--- src/rtl/br_redirect_ctl.sv ---
// br_redirect_ctl: keeps the oldest outstanding branch mispredict, pulses a backend flush
// and holds a valid/ready redirect toward fetch or the ucode sequencer.
module br_redirect_ctl #(
    parameter int PADDR_W = 64,
    parameter int ROBID_W = 6,
    parameter int CNT_W   = 32
) (
    input  logic               clk,
    input  logic               reset,
    input  logic               mispred_vld_ex0,
    input  logic [ROBID_W-1:0] mispred_robid_ex0,
    input  logic [PADDR_W-1:0] mispred_tgt_ex0,
    input  logic               mispred_ucbr_ex0,
    input  logic               rob_nuke,
    output logic               flush_vld,
    output logic [ROBID_W-1:0] flush_robid,
    output logic               redirect_vld,
    input  logic               redirect_rdy,
    output logic [PADDR_W-1:0] redirect_tgt,
    output logic               redirect_ucbr,
    output logic [CNT_W-1:0]   mispred_cnt
);
    typedef enum logic {IDLE, PEND} state_t;
    state_t state, state_nxt;
    logic older, accept, xfer;
    // flush_robid always holds the robid of the pending branch, so it doubles as the age reference
    always_comb begin
        older  = (mispred_robid_ex0[ROBID_W-1] == flush_robid[ROBID_W-1])
               ? (mispred_robid_ex0[ROBID_W-2:0] < flush_robid[ROBID_W-2:0])
               : (mispred_robid_ex0[ROBID_W-2:0] > flush_robid[ROBID_W-2:0]);
        accept = mispred_vld_ex0 & ~rob_nuke & ((state == IDLE) | older);
        xfer   = redirect_vld & redirect_rdy;
    end
    always_ff @(posedge clk or posedge reset) begin
        if (reset) state <= IDLE;
        else       state <= state_nxt;
    end
    always_comb begin
        state_nxt = rob_nuke ? IDLE : accept ? PEND : xfer ? IDLE : state;
    end
    always_comb begin
        redirect_vld = (state == PEND);
    end
    always_ff @(posedge clk or posedge reset) begin
        if (reset) begin
            flush_vld     <= 1'b0;
            flush_robid   <= '0;
            redirect_tgt  <= '0;
            redirect_ucbr <= 1'b0;
            mispred_cnt   <= '0;
        end else begin
            flush_vld <= accept;
            if (accept) begin
                flush_robid   <= mispred_robid_ex0;
                redirect_tgt  <= mispred_tgt_ex0;
                redirect_ucbr <= mispred_ucbr_ex0;
                if (mispred_cnt != '1) mispred_cnt <= mispred_cnt + 1'b1;
            end
        end
    end
    a_redirect_stable: assert property (@(posedge clk) disable iff (reset)
        redirect_vld && !redirect_rdy && !accept |=> $stable(redirect_tgt) && $stable(redirect_ucbr));
    a_flush_single: assert property (@(posedge clk) disable iff (reset)
        flush_vld && !accept |=> !flush_vld);
endmodule
--- config.mk ---
export PLATFORM = sky130hd
export DESIGN_NAME = br_redirect_ctl
export DESIGN_NICKNAME = d
export VERILOG_FILES = /design/src/rtl/br_redirect_ctl.sv
export SDC_FILE = /design/constraint.sdc
export NUM_CORES = 1
export LEC_CHECK = 0
export BUFFER_PORTS_ARGS = -buffer_cell sky130_fd_sc_hd__buf_2
export CAP_MARGIN = 20
export CORE_MARGIN = 10
export CORE_UTILIZATION = 26
export CTS_CLUSTER_DIAMETER = 150
export DETAILED_ROUTE_END_ITERATION = 10
export PLACE_DENSITY = 0.58
export SLEW_MARGIN = 10
export SYNTH_ARGS = -nofsm -noshare
export SYNTH_HDL_FRONTEND = slang
export SYNTH_SLANG_ARGS = --single-unit
export TNS_END_PERCENT = 30
--- constraint.sdc ---
create_clock -name clk -period 5.5 [get_ports clk]
set_input_delay 1.65 -clock clk [delete_from_list [all_inputs] [get_ports clk]]
set_output_delay 1.65 -clock clk [all_outputs]
set_load 0.02 [all_outputs]
==> out/qor.yml <==
startpoint: "mispred_robid_ex0[4]"
grt_max_degree: 55
place_hpwl_mm: 8.99
synth.area.top_cells: "dfrtp_1, mux2_2, xnor2_1"
synthAdderAreaFrac_pct: 1.65
hold_viol_final: 0
multi_input_area_um2: 1810
root_buffer: "clkbuf_16"
final_util_pct: 35.1
antenna_found_initial: 0
arrival_ps: 4020
dieWidth_um: 152
drive_above_1_share_pct: 56.6
synth.area.mux_share_pct: 16.8
cts-resized-gates: 0
grt_setup_unrepaired: "no"
setup-violations-final: 0
final_cells: 743
clockBufferDepth: 2
grt_pass1_vias: 3692
hp-start: "mispred_cnt[31]"
place.gp.congestion: 0.785
status: "finished clean"
synth_seq_cells: 105
worstSetupPathDepth: 8
hold_path_class: "reg2reg"
cts_buffers: 9
routedWlPerCell_um: 16.0
r2r-start: "flush_robid[3]"
yosys_warnings: 0
synthDistinctLibCells: 37
vdd_drop_max_v: 0.000232
syn_area_um2: 4550
drv_slew: 0
drtAntennaViolNets: 0
synth_top_family_by_area: "multiplexers"
crit_type: "in2reg"
post-route-period-util_pct: 68.8
area_delta_synth_final_pct: 32.8
synth_compound_area_share_pct: 1.43
cts_tree: "done"
syn-num-nets: 413
worst_hold_slack_ps: 493
fin_skew_ps: 9.34
n_antenna_cell: 0
cpMaxStageDelayCell: "o2bb2ai_4"
seq_area_um2: 2630
design_area_um2: 6040
placed_cells_incl_taps: 727
grt_pass1_wl_mm: 19.4
grt_util_all_layers_pct: 10.3
crit_top_cell: "nor2_1"
io_pins: 181
power_density_nw_per_um2: 533
drt_iter0_drc: 68
cap_violations: 0
endpoint_kind: "flip-flop"
critPathLaunchType: "input pin"
reg2reg_depth: 8
seq_area_frac_synth_pct: 57.8
cpPeakStageDelay_ps: 820
grt-ovfl-total: 0
tightest_slew_ps: 1030
fin_ws_ps: 1720
cts_hold_buf: 0
worstSkewPairLatency_ps: 350
post-cts-setup-buffers: 0
cts_sinks: 105
post-route-drc-count: 0
firstDrtPassIters: 4
cts.clk_slew.worst_paths_ps: 70
worstPathCellList: "buf_2 > ha_1 > nand4_1 > nor2_1 > nor2_1 > o2bb2ai_4 > buf_12 > mux2_2"
power_leakage_nw: 2.90
port_buffers: 180
fp-row-count: 48
fmax_mhz: 264
dpl_cell_area_um2: 5700
core-area_um2: 17200
routed_wl_mm: 11.9
syn_inst: 331
layout.nets: 595
cp_max_fo: 54
dp_slack_ps: 1300
critPathBufInv: 2
cp_top_family: "compound AO/OA/AOI/OAI gates"
power_mw: 3.22
period_minus_slack_ps: 3780
die_h_um: 152
post-synth-top-area-fraction_pct: 57.8
start_util_pct: 26.4
synth_area_leader_cell: "dfrtp_1"
setup_tns_ps: 0
synth.avg_cell_area_um2: 13.7
slew-limit-headroom_pct: 31.1
avgViaCountPerCell: 4.44
htree_levels: 3
synth_xor_area_share_pct: 6.16
fillCellCount: 1702
crit_required_ps: 5730
synth_simple_gate_area_share_pct: 13.4
hold_path_depth: 1
die_area_um2: 23200
via_count: 3300
## path summary, 6_finish.rpt
check / to / slack [ps]
worst min-delay path: mispred_cnt[31] / 490
min in group asynchronous: redirect_tgt[56] / 1490
worst min register to register: mispred_cnt[31] / 490
worst max-delay path: redirect_tgt[26] / 1720
max in group asynchronous: redirect_tgt[8] / 3540
worst max register to register: redirect_tgt[26] / 2710
## layout make-up
cell class	instances	share of cell area (%)
sequential	105	43.5
multi-input combinational	205	29.9
timing repair buffer	185	15.7
tap	225	4.66
clock buffer	11	4.02
clock inverter	5	1.70
inverter	7	0.476
## cells in the final DEF (no fill, tap or decap), types with 2 or more instances in the layout
cell       count
nand4_2        3
and3_1        11
nand2_4        2
nand2_2        2
clkbuf_16      9
dfrtp_1      105
or2_2          2
xnor2_1       31
nand3_1        4
bufinv_16      3
o21ai_0        4
nand2_1       11
nor2_1         9
a21oi_1        2
and4_1         4
nand4_1       17
buf_4          4
and2_1         4
nand3_2       10
buf_2        180
nor3_1         3
ha_1           6
mux2_2        67
inv_1          6
## state kept, by name, indices dropped and copies added, names as in the netlist
name           count
mispred_cnt       32
redirect_tgt      64
redirect_vld       1
flush_vld          1
flush_robid        6
redirect_ucbr      1
## where the power goes
part | switching [mW] | leakage, nW | internal [mW] | total (mW)
registers | 0.156 | 1.30 | 1.06 | 1.22
logic | 0.748 | 1.44 | 0.514 | 1.26
clock network | 0.284 | 0.166 | 0.457 | 0.741
## metal layers
layer / part of all wire, % / track usage, %
met4: 1.9 / 4.91
met2: 51 / 17.3
met3: 7.3 / 4.04
met5: 0 / 0
met1: 40 / 11.0
## cells by family after synthesis
logic type               count (synthesis)
AO/OA/AOI/OAI                           10
XOR/XNOR                                32
adder cells (fa/ha/maj)                  6
buffers and inverters                   21
flip-flops                             105
multiplexers                            68
AND/OR/NAND/NOR                         89
## synth_stat cells (all sizes together)
cell / count
dfrtp: 105
mux2: 68
xnor2: 31
nand4: 20
nand2: 15
nand3: 14
buf: 13
and3: 11
nor2: 9
inv: 7
ha: 6
o21ai: 5
and2: 4
and4: 4
nor3: 3
a21oi: 2
nor4: 2
or2: 2
and2b: 1
clkbuf: 1
nand3b: 1
nor2b: 1
nor3b: 1
o211ai: 1
o2bb2ai: 1
o31ai: 1
or3: 1
xor2: 1
(Power assumes the default switching activity.)
